[src/rtl/stopwatch_count_ctrl.sv]
// stopwatch_count_ctrl: 4-digit BCD count datapath sequenced by the stopwatch mode FSM.
// Latency: state, count and flags update one clk after the inputs; count steps the cycle after tick.
// Backpressure: none; inputs are sampled every cycle, outputs are levels or one-cycle pulses.
// Optional feature macro: ALARM_BLINK_EN (blinking alarm while expired; default is a steady alarm).

module stopwatch_count_ctrl #(
  parameter int TICK_DIV  = 1000000,
  parameter int BLINK_DIV = 25
) (
  input  logic        clk,
  input  logic        reset_n,
  input  logic [1:0]  current_state,
  input  logic [15:0] timeout,
  input  logic        clear_in,
  output logic [15:0] count_bcd,
  output logic        tick,
  output logic        running,
  output logic        ovf,
  output logic        expired,
  output logic        alarm
);

  localparam int PW = $clog2(TICK_DIV);
  localparam logic [PW-1:0] PRESC_MAX = PW'(TICK_DIV - 1);

  // Degenerate parameter values leave an empty marker block in the hierarchy.
  if (TICK_DIV < 2 || BLINK_DIV < 1) begin : g_bad_params
  end

  typedef enum logic [2:0] {
    ST_UP_HOLD,
    ST_UP_CNT,
    ST_DN_HOLD,
    ST_DN_CNT,
    ST_DN_DONE
  } state_t;

  state_t          state_q, state_d;
  logic            lock_q, lock_d;      // cleared during down_run: idle at 0000 until mode leaves 11
  logic [PW-1:0]   presc_q, presc_d;
  logic [15:0]     count_q, count_d;
  logic [15:0]     timeout_q, timeout_d;
  logic            ovf_q, ovf_d;
  logic            expired_q;
  logic            alarm_q;
  logic [1:0]      grp_q;               // mode encoding the FSM currently represents
  logic            mode_chg, side_chg, cnt_state, tick_w;
  logic [16:0]     inc;

`ifdef ALARM_BLINK_EN
  localparam int BW = (BLINK_DIV > 1) ? $clog2(BLINK_DIV) : 1;
  localparam logic [BW-1:0] BLINK_MAX = BW'(BLINK_DIV - 1);
  logic [BW-1:0]   blink_q;
`endif

  // Digit-wise BCD increment; bit 16 is the carry out of the top digit.
  function automatic logic [16:0] bcd_inc(input logic [15:0] v);
    logic [15:0] r;
    logic        c;
    r = v;
    c = 1'b1;
    for (int i = 0; i < 4; i++) begin
      if (c) begin
        if (v[4*i +: 4] >= 4'd9) begin
          r[4*i +: 4] = 4'd0;
        end else begin
          r[4*i +: 4] = v[4*i +: 4] + 4'd1;
          c = 1'b0;
        end
      end
    end
    return {c, r};
  endfunction

  // Digit-wise BCD decrement; caller guarantees v is not 0000.
  function automatic logic [15:0] bcd_dec(input logic [15:0] v);
    logic [15:0] r;
    logic        b;
    r = v;
    b = 1'b1;
    for (int i = 0; i < 4; i++) begin
      if (b) begin
        if (v[4*i +: 4] == 4'd0) begin
          r[4*i +: 4] = 4'd9;
        end else begin
          r[4*i +: 4] = v[4*i +: 4] - 4'd1;
          b = 1'b0;
        end
      end
    end
    return r;
  endfunction

  // Non-decimal digits from the editor load as 9.
  function automatic logic [15:0] bcd_sat(input logic [15:0] v);
    logic [15:0] r;
    r = v;
    for (int i = 0; i < 4; i++) begin
      if (v[4*i +: 4] > 4'd9) r[4*i +: 4] = 4'd9;
    end
    return r;
  endfunction

  // Decode which mode the FSM state stands for and whether the prescaler runs.
  always_comb begin
    grp_q = 2'b00;
    case (state_q)
      ST_UP_HOLD: grp_q = 2'b00;
      ST_UP_CNT:  grp_q = 2'b01;
      ST_DN_HOLD: grp_q = lock_q ? 2'b11 : 2'b10;
      default:    grp_q = 2'b11;
    endcase
    mode_chg  = (current_state != grp_q);
    side_chg  = (current_state[1] != grp_q[1]);
`ifdef ALARM_BLINK_EN
    cnt_state = (state_q == ST_UP_CNT) || (state_q == ST_DN_CNT) || (state_q == ST_DN_DONE);
`else
    cnt_state = (state_q == ST_UP_CNT) || (state_q == ST_DN_CNT);
`endif
    tick_w    = cnt_state && (presc_q == PRESC_MAX);
  end

  // Next FSM state: follows the mode, latches done and clear-idle while mode stays 11.
  always_comb begin
    state_d = state_q;
    lock_d  = lock_q;
    case (current_state)
      2'b00: begin state_d = ST_UP_HOLD; lock_d = 1'b0; end
      2'b01: begin state_d = ST_UP_CNT;  lock_d = 1'b0; end
      2'b10: begin state_d = ST_DN_HOLD; lock_d = 1'b0; end
      default: begin
        if (clear_in || lock_q) begin
          state_d = ST_DN_HOLD;
          lock_d  = 1'b1;
        end else if (state_q == ST_DN_DONE) begin
          state_d = ST_DN_DONE;
        end else if (state_q == ST_DN_CNT &&
                     (count_q == 16'h0000 || (tick_w && count_q == 16'h0001))) begin
          state_d = ST_DN_DONE;
        end else begin
          state_d = ST_DN_CNT;
        end
      end
    endcase
  end

  // Next count/prescaler: clear beats mode change, which beats edit reload, which beats tick.
  always_comb begin
    count_d   = count_q;
    ovf_d     = 1'b0;
    timeout_d = timeout_q;
    inc       = bcd_inc(count_q);
    if (state_q == ST_DN_HOLD || (side_chg && current_state[1])) timeout_d = timeout;
    if (clear_in) begin
      count_d = 16'h0000;
    end else if (side_chg) begin
      count_d = current_state[1] ? bcd_sat(timeout) : 16'h0000;
    end else if (state_q == ST_DN_HOLD && !lock_q && timeout != timeout_q) begin
      count_d = bcd_sat(timeout);
    end else if (tick_w && !mode_chg) begin
      if (state_q == ST_UP_CNT) begin
        count_d = inc[15:0];
        ovf_d   = inc[16];
      end else if (state_q == ST_DN_CNT && count_q != 16'h0000) begin
        count_d = bcd_dec(count_q);
      end
    end
    if (clear_in || state_d != state_q || !cnt_state || tick_w) presc_d = '0;
    else presc_d = presc_q + PW'(1);
  end

  // All state, count and output registers.
  always_ff @(posedge clk or negedge reset_n) begin
    if (!reset_n) begin
      state_q   <= ST_UP_HOLD;
      lock_q    <= 1'b0;
      presc_q   <= '0;
      count_q   <= 16'h0000;
      timeout_q <= 16'h0000;
      ovf_q     <= 1'b0;
      expired_q <= 1'b0;
      alarm_q   <= 1'b0;
`ifdef ALARM_BLINK_EN
      blink_q   <= '0;
`endif
    end else begin
      state_q   <= state_d;
      lock_q    <= lock_d;
      presc_q   <= presc_d;
      count_q   <= count_d;
      timeout_q <= timeout_d;
      ovf_q     <= ovf_d;
      expired_q <= (state_d == ST_DN_DONE);
`ifdef ALARM_BLINK_EN
      if (state_d != ST_DN_DONE) begin
        alarm_q <= 1'b0;
        blink_q <= '0;
      end else if (state_q != ST_DN_DONE) begin
        alarm_q <= 1'b1;
        blink_q <= '0;
      end else if (tick_w) begin
        if (blink_q == BLINK_MAX) begin
          alarm_q <= ~alarm_q;
          blink_q <= '0;
        end else begin
          blink_q <= blink_q + BW'(1);
        end
      end
`else
      alarm_q   <= (state_d == ST_DN_DONE);
`endif
    end
  end

  assign count_bcd = count_q;
  assign tick      = tick_w;
  assign running   = (state_q == ST_UP_CNT) || (state_q == ST_DN_CNT);
  assign ovf       = ovf_q;
  assign expired   = expired_q;
  assign alarm     = alarm_q;

endmodule

[config.mk]
export PLATFORM = sky130hd
export DESIGN_NAME = stopwatch_count_ctrl
export DESIGN_NICKNAME = d
export VERILOG_FILES = /design/src/rtl/stopwatch_count_ctrl.sv
export SDC_FILE = /design/constraint.sdc
export NUM_CORES = 1
export LEC_CHECK = 0
export BUFFER_PORTS_ARGS = -buffer_cell sky130_fd_sc_hd__buf_2
export CAP_MARGIN = 20
export CORE_AREA = 2 2 97 99
export CTS_BUF_LIST = sky130_fd_sc_hd__clkbuf_8
export DETAILED_ROUTE_END_ITERATION = 8
export DIE_AREA = 0 0 99 101
export GPL_TIMING_DRIVEN = 0
export PLACE_DENSITY_LB_ADDON = 0.08
export SETUP_SLACK_MARGIN = 0.05
export SKIP_CTS_REPAIR_TIMING = 1
export SLEW_MARGIN = 25
export SYNTH_ARGS = -nofsm -noshare
export SYNTH_HDL_FRONTEND = slang
export SYNTH_SLANG_ARGS = --single-unit
[constraint.sdc]
create_clock -name clk -period 4 [get_ports clk]
set_clock_uncertainty 0.15 [all_clocks]
set_input_delay 0.4 -clock clk [delete_from_list [all_inputs] [get_ports clk]]
set_output_delay 0.4 -clock clk [all_outputs]
set_load 0.01 [all_outputs]
# Word-level counts from Yosys, hierarchy flattened
# Cells that the tools add are included.
totals:
  register_bits: 58
  input_bits: 21
  elab_cells: 149
op_classes:
  addsub: 9
  n_lt_le_gt_ge: 8
  eq_ne: 16
  mux: 69
  n_reduce_logical: 37
ops:
  columns: ["operator", "count"]
  rows:
  - ["$mux 16", 7]
  - ["$mux 4", 18]
  - ["$mux 1", 38]
  - ["$add 20x1->20 const B", 1]
  - ["$eq 20x20->1 const B", 1]
  - ["$mux 20", 1]
  - ["$reduce_bool 5->1", 4]
  - ["$add 4x1->4 const B", 4]
  - ["$eq 16x1->1 const B", 1]
  - ["$ge 4x4->1 const B", 4]
  - ["$gt 4x4->1 const B", 4]
  - ["$logic_not 16->1", 1]
  - ["$logic_not 4->1", 4]
  - ["$ne 16x16->1", 1]
  - ["$reduce_bool 16->1", 1]
  - ["$sub 4x1->4 const B", 4]
  - ["$ne 5x5->1 const B", 3]
  - ["$reduce_and 4->1", 3]
  - ["$mux 3", 3]
  - ["$pmux 3 s3", 1]
  - ["$logic_and 1x1->1", 8]
  - ["$logic_or 1x1->1", 7]
  - ["$eq 3x2->1 const B", 2]
  - ["$eq 3x3->1 const B", 2]
  - ["other kinds (14)", 16]

# Longest topological paths before layout
depth:
  ltp_word: 30
  ltp_mapped: 11

# Worst setup path after synthesis
# Ideal clock, no wire load.
synth_timing:
  kind: "reg2reg"
  startpoint: "register count_q[8], in the netlist count_bcd[8]"
  endpoint: "register presc_q[10]"
  setup_time_ns: 0.071
  arrival_time_ns: 2.118
  t_required_ns: 3.779
  slack_ns: 1.661
  path_stages_with_launch: 10
  n_path_buf: 1
  path_cell_list: "dfrtp_1 > inv_1 > ha_1 > nor3b_2 > nand4_1 > o21ai_2 > a2111oi_4 > nand3_2 > buf_4 > nor2_1"
synth_via:
  elab_chain_cells: 13
  word_cells_on_any_way: 14
  cone_classes: "eq/ne: 2; mux: 5; reduce/logical: 7"
synth_rtl:
  columns: ["item", "line_no", "rtl"]
  rows:
  - ["start, declared", "41", "logic [15:0] count_q, count_d;"]
  - ["start signal, assigned", "190", "count_q <= count_d;"]
  - ["$eq 16x1->1", "138", "(count_q == 16'h0000 || (tick_w && count_q == 16'h0001))) begin"]
  - ["$logic_and 1x1->1", "138", null]
  - ["$logic_or 1x1->1 (*)", "138", null]
  - ["$logic_and 1x1->1 (*)", "137", "end else if (state_q == ST_DN_CNT &&"]
  - ["$mux 3 (*)", "137", null]
  - ["$mux 3 (*)", "135", "end else if (state_q == ST_DN_DONE) begin"]
  - ["$mux 3 (*)", "132", "if (clear_in || lock_q) begin"]
  - ["$pmux 3 s3 (*)", "127", "case (current_state)"]
  - ["$ne 3x3->1 (*)", "168", "if (clear_in || state_d != state_q || !cnt_state || tick_w) presc_d = '0;"]
  - ["$logic_or 1x1->1 (*) (3 in a row)", "168", null]
  - ["$mux 20 (*)", "168", null]
  - ["net presc_d[10]", "40", "logic [PW-1:0] presc_q, presc_d;"]
  - ["end signal, assigned", "189", "presc_q <= presc_d;"]
  - ["end, declared", "40", null]
# Mark *: on every way through the listed nets, which the timed path passes. The rest lies on a longest branch.
# A chain may end at the register's enable or synchronous reset.

# Final worst setup path
layout_timing:
  startpoint: "register count_q[12], in the netlist count_bcd[12]"
  endpoint: "register presc_q[11]"
# The elaborated chain is that of the path after synthesis.

==> flow_results.xml <==
<?xml version="1.0" encoding="UTF-8"?>
<metrics>
  <group name="timing">
    <metric name="timing_worst_slew_pin_value" unit="ps">772</metric>
    <metric name="finalSetupViolCount" unit="">0</metric>
    <metric name="rsz0062_at_grt" unit="">false</metric>
    <metric name="timing.setup.tns" unit="ps">0</metric>
    <metric name="slew_headroom" unit="">0.485</metric>
    <metric name="min_period_over_period" unit="">0.691</metric>
    <metric name="maxClockFrequency" unit="MHz">362</metric>
    <metric name="final_period_minus_worst_setup_slack" unit="ps">2760</metric>
    <metric name="final-hold-violation-count" unit="">28</metric>
    <metric name="timing_max_transition_violations_final" unit="">0</metric>
    <metric name="finalHoldWorstSlack" unit="ps">-24.0</metric>
  </group>
  <group name="placement">
    <metric name="placement.io_buffers" unit="">41</metric>
    <metric name="place_congestion" unit="">0.820</metric>
    <metric name="dpl_cell_area" unit="um2">4290</metric>
    <metric name="place_hpwl" unit="um">7190</metric>
  </group>
  <group name="floorplanning">
    <metric name="design.die.area" unit="um2">10000</metric>
    <metric name="initial_core_util" unit="">0.439</metric>
    <metric name="die_extent_in_y" unit="um">101</metric>
    <metric name="ioPinCount" unit="">42</metric>
    <metric name="rows" unit="">35</metric>
    <metric name="die_w" unit="um">99</metric>
    <metric name="core" unit="um2">8980</metric>
  </group>
  <group name="job">
    <metric name="maxCapViolCount" unit="">0</metric>
  </group>
  <group name="drt">
    <metric name="dr.first_iter.drc_count" unit="">214</metric>
    <metric name="vias_after_detailed_routing" unit="">3273</metric>
    <metric name="route.detailed.drc" unit="">0</metric>
    <metric name="post_drt_via_cell_ratio" unit="">5.55</metric>
    <metric name="drt-total-wl" unit="um">9900</metric>
    <metric name="detail_route.first_pass.iterations" unit="">4</metric>
    <metric name="avgRoutedWirePerCell" unit="um">16.8</metric>
    <metric name="antenna_violating_nets_post_route" unit="">0</metric>
  </group>
  <group name="synth">
    <metric name="synth-seq-area-share" unit="">0.368</metric>
    <metric name="post-synth-top-count-cell" unit="">sky130_fd_sc_hd__dfrtp_1</metric>
    <metric name="yosys_warnings" unit="">0</metric>
    <metric name="syn_area_per_cell" unit="um2">9.35</metric>
    <metric name="synth_top_area_frac" unit="">0.368</metric>
    <metric name="yosys.cell_types.count" unit="">65</metric>
    <metric name="postSynth.asyncResetShare" unit="">1.00</metric>
    <metric name="synth_seq_cells" unit="">58</metric>
    <metric name="synth.net_count" unit="">458</metric>
    <metric name="synth_flop_cell" unit="">sky130_fd_sc_hd__dfrtp_1</metric>
    <metric name="postSynthCellCount" unit="">422</metric>
    <metric name="post_synth_most_frequent_cells" unit="">sky130_fd_sc_hd__dfrtp_1, sky130_fd_sc_hd__nor2_1, sky130_fd_sc_hd__nand2_1</metric>
    <metric name="synth.area.top_cells" unit="">sky130_fd_sc_hd__dfrtp_1, sky130_fd_sc_hd__xnor2_1, sky130_fd_sc_hd__ha_1</metric>
    <metric name="netlist.top_cell.by_area" unit="">sky130_fd_sc_hd__dfrtp_1</metric>
    <metric name="synthesis.area" unit="um2">3940</metric>
    <metric name="number_of_enable_type_register_cells_in_the_synthesized_netlist" unit="">0</metric>
  </group>
  <group name="final_layout">
    <metric name="drive_gt1_frac" unit="">0.211</metric>
    <metric name="layout.nets" unit="">510</metric>
    <metric name="antenna-diode-count" unit="">0</metric>
    <metric name="flow.area_growth_from_synthesis" unit="%">14.6</metric>
    <metric name="post_layout_inst_area" unit="um2">4520</metric>
    <metric name="postLayoutCoreUtil" unit="">0.503</metric>
  </group>
  <group name="setup_path">
    <metric name="critical_path.reg2reg.startpoint" unit="">count_bcd[12]</metric>
    <metric name="crit_path_max_fanout" unit="">10</metric>
    <metric name="critPathMaxStageDelay" unit="ps">490</metric>
    <metric name="crit_arrival" unit="ps">2850</metric>
    <metric name="worst_setup_path_start_kind" unit="">flop</metric>
    <metric name="cp-end-kind" unit="">flop</metric>
    <metric name="timing.critical_path.from" unit="">count_bcd[12]</metric>
    <metric name="worst_ep_required_time" unit="ps">4080</metric>
    <metric name="critPathSlowestCell" unit="">sky130_fd_sc_hd__dfrtp_1</metric>
    <metric name="crit_path_cell_trace" unit="">inv_1 -&gt; ha_1 -&gt; nor3b_1 -&gt; nand4_1 -&gt; nor4_2 -&gt; o41ai_2 -&gt; nand3_2 -&gt; buf_4 -&gt; nor2_1</metric>
    <metric name="timing_worst_setup_path_type" unit="">flop to flop</metric>
  </group>
  <group name="clock_tree">
    <metric name="numCtsBuffers" unit="">9</metric>
    <metric name="clock-sinks" unit="">58</metric>
    <metric name="clockRootBuffer" unit="">sky130_fd_sc_hd__clkbuf_8</metric>
    <metric name="tritoncts" unit="">yes</metric>
    <metric name="cts_max_level" unit="">3</metric>
    <metric name="cts.reportedPaths.clkPinSlew" unit="ps">70</metric>
    <metric name="clock_insertion_delay_worst_skew" unit="ps">340</metric>
    <metric name="cts-root-to-sink-buffers" unit="">2</metric>
  </group>
  <group name="global_route">
    <metric name="grt_first_pass_wirelength" unit="um">16200</metric>
    <metric name="grtUsageTotal" unit="">0.207</metric>
    <metric name="antenna_violations_before_repair" unit="">0</metric>
    <metric name="first_global_vias" unit="">3222</metric>
    <metric name="grt_overflow_total" unit="">0</metric>
    <metric name="maximum_number_of_pins_on_one_net_before_global_route_repair" unit="">59</metric>
  </group>
  <group name="min_path">
    <metric name="hold_path.class" unit="">input pin to asynchronous set/reset pin</metric>
  </group>
  <group name="outcome">
    <metric name="result_of_the_run" unit="">finished with violations</metric>
    <metric name="failed_checks" unit="">negative hold slack</metric>
  </group>
  <group name="power_and_ir_drop">
    <metric name="static_leak" unit="nW">1.95</metric>
    <metric name="power.density" unit="nW/um2">361</metric>
    <metric name="irDropWorstVdd" unit="V">0.000202</metric>
  </group>
</metrics>
-- registers in the layout, summed over array words and instances (netlist names) --
| register | flops |
|---|---|
| state_q | 3 |
| ovf | 1 |
| alarm | 1 |
| lock_q | 1 |
| presc_q | 20 |
| count_bcd | 16 |
| timeout_q | 16 |
-- worst max-delay path, delay by kind of cell, from the launching register on --
family	cells	cell delay (ps)
compound gates	1	120
fa+ha+maj	1	240
buf+inv	2	320
flops	1	490
simple gates	5	1320
-- worst paths after layout --
check | end | slack [ps] | depth (start not counted)
max reg2reg | presc_q[11] | 1240 | 9
min | count_bcd[12] | -20 | 1
max in group asynchronous | presc_q[3] | 3200 | 1
min in group clk | count_bcd[14] | 180 | 2
min reg2reg | presc_q[0] | 340 | 1
max | presc_q[11] | 1240 | 9
-- final cells by class --
cell class              count  area [um2]
inverters                  22        82.6
fillers                   857        4460
well taps                 111         139
flip-flops and latches     58        1450
plain buffers              19         113
clock buffers              11         151
repair buffers             41         208
multi-input cells         323        2300
clock inverters             5        77.6
-- per-layer routing --
layer / GRT usage / share of wire
met1: 0.262 / 0.45
met2: 0.351 / 0.48
met3: 0.0333 / 0.038
met4: 0.0875 / 0.027
met5: 0 / 0
-- logic make-up (layout without fill, tap and decap cells) --
| family | after synthesis | count (layout) | share of synthesized area |
|---|---|---|---|
| adders and majority gates | 15 | 15 | 0.0476 |
| and+or+nand+nor | 165 | 165 | 0.237 |
| muxes | 21 | 21 | 0.0590 |
| AOI/OAI and AO/OA | 86 | 86 | 0.159 |
| DFF | 58 | 58 | 0.368 |
| xor gates and xnor gates | 36 | 36 | 0.0799 |
| buffers and inverters | 41 | 98 | 0.0495 |
-- per-stage QoR --
| step | cells | total power, mW | setup slack (ps) |
|---|---|---|---|
| after CTS | 590 | 1.65 | 1210 |
| final | 590 | 1.63 | 1240 |
| after global routing | 590 | 1.71 | 977 |
| after floorplan | 422 | 0.896 | 1660 |
| after global placement | 574 | 1.00 | 1240 |
| after detailed placement | 574 | 1.01 | 1230 |
-- layout by cell type, fill, tap and decap left out, types with 3 or more instances in the layout --
master	netlist	layout
sky130_fd_sc_hd__inv_1	22	23
sky130_fd_sc_hd__nand4_1	12	12
sky130_fd_sc_hd__o21a_1	7	7
sky130_fd_sc_hd__a21oi_1	10	10
sky130_fd_sc_hd__xnor2_1	22	22
sky130_fd_sc_hd__o32ai_1	7	7
sky130_fd_sc_hd__nor3_1	9	9
sky130_fd_sc_hd__ha_1	15	15
sky130_fd_sc_hd__o21ai_0	19	19
sky130_fd_sc_hd__o31ai_1	3	3
sky130_fd_sc_hd__or3b_1	3	3
sky130_fd_sc_hd__nor4_2	3	3
sky130_fd_sc_hd__and4_1	3	3
sky130_fd_sc_hd__nand2b_1	4	4
sky130_fd_sc_hd__mux2_2	9	9
sky130_fd_sc_hd__buf_2	6	46
sky130_fd_sc_hd__and3_1	5	5
sky130_fd_sc_hd__a31oi_1	6	6
sky130_fd_sc_hd__nor2_1	43	43
sky130_fd_sc_hd__o21ai_2	3	3
sky130_fd_sc_hd__o21ai_1	7	7
sky130_fd_sc_hd__dfrtp_1	58	58
sky130_fd_sc_hd__nor2b_1	6	6
sky130_fd_sc_hd__xor2_1	14	14
sky130_fd_sc_hd__nand3b_1	3	3
sky130_fd_sc_hd__nand3_1	14	14
sky130_fd_sc_hd__clkbuf_1	7	7
sky130_fd_sc_hd__o22ai_1	6	6
sky130_fd_sc_hd__nand2_1	33	33
sky130_fd_sc_hd__mux2i_1	9	9
sky130_fd_sc_hd__clkbuf_8	0	11
sky130_fd_sc_hd__nor3b_1	3	3
sky130_fd_sc_hd__buf_6	3	3
sky130_fd_sc_hd__buf_4	3	4
-- power by group --
| group | leakage (nW) | internal [mW] | switching, mW | total, mW |
|---|---|---|---|---|
| sequential | 0.765 | 0.622 | 0.0392 | 0.661 |
| combinational | 1.07 | 0.139 | 0.192 | 0.332 |
| clock | 0.121 | 0.383 | 0.258 | 0.641 |
| total | 1.95 | 1.14 | 0.490 | 1.63 |
No activity file was read; power rests on OpenSTA's default activity.
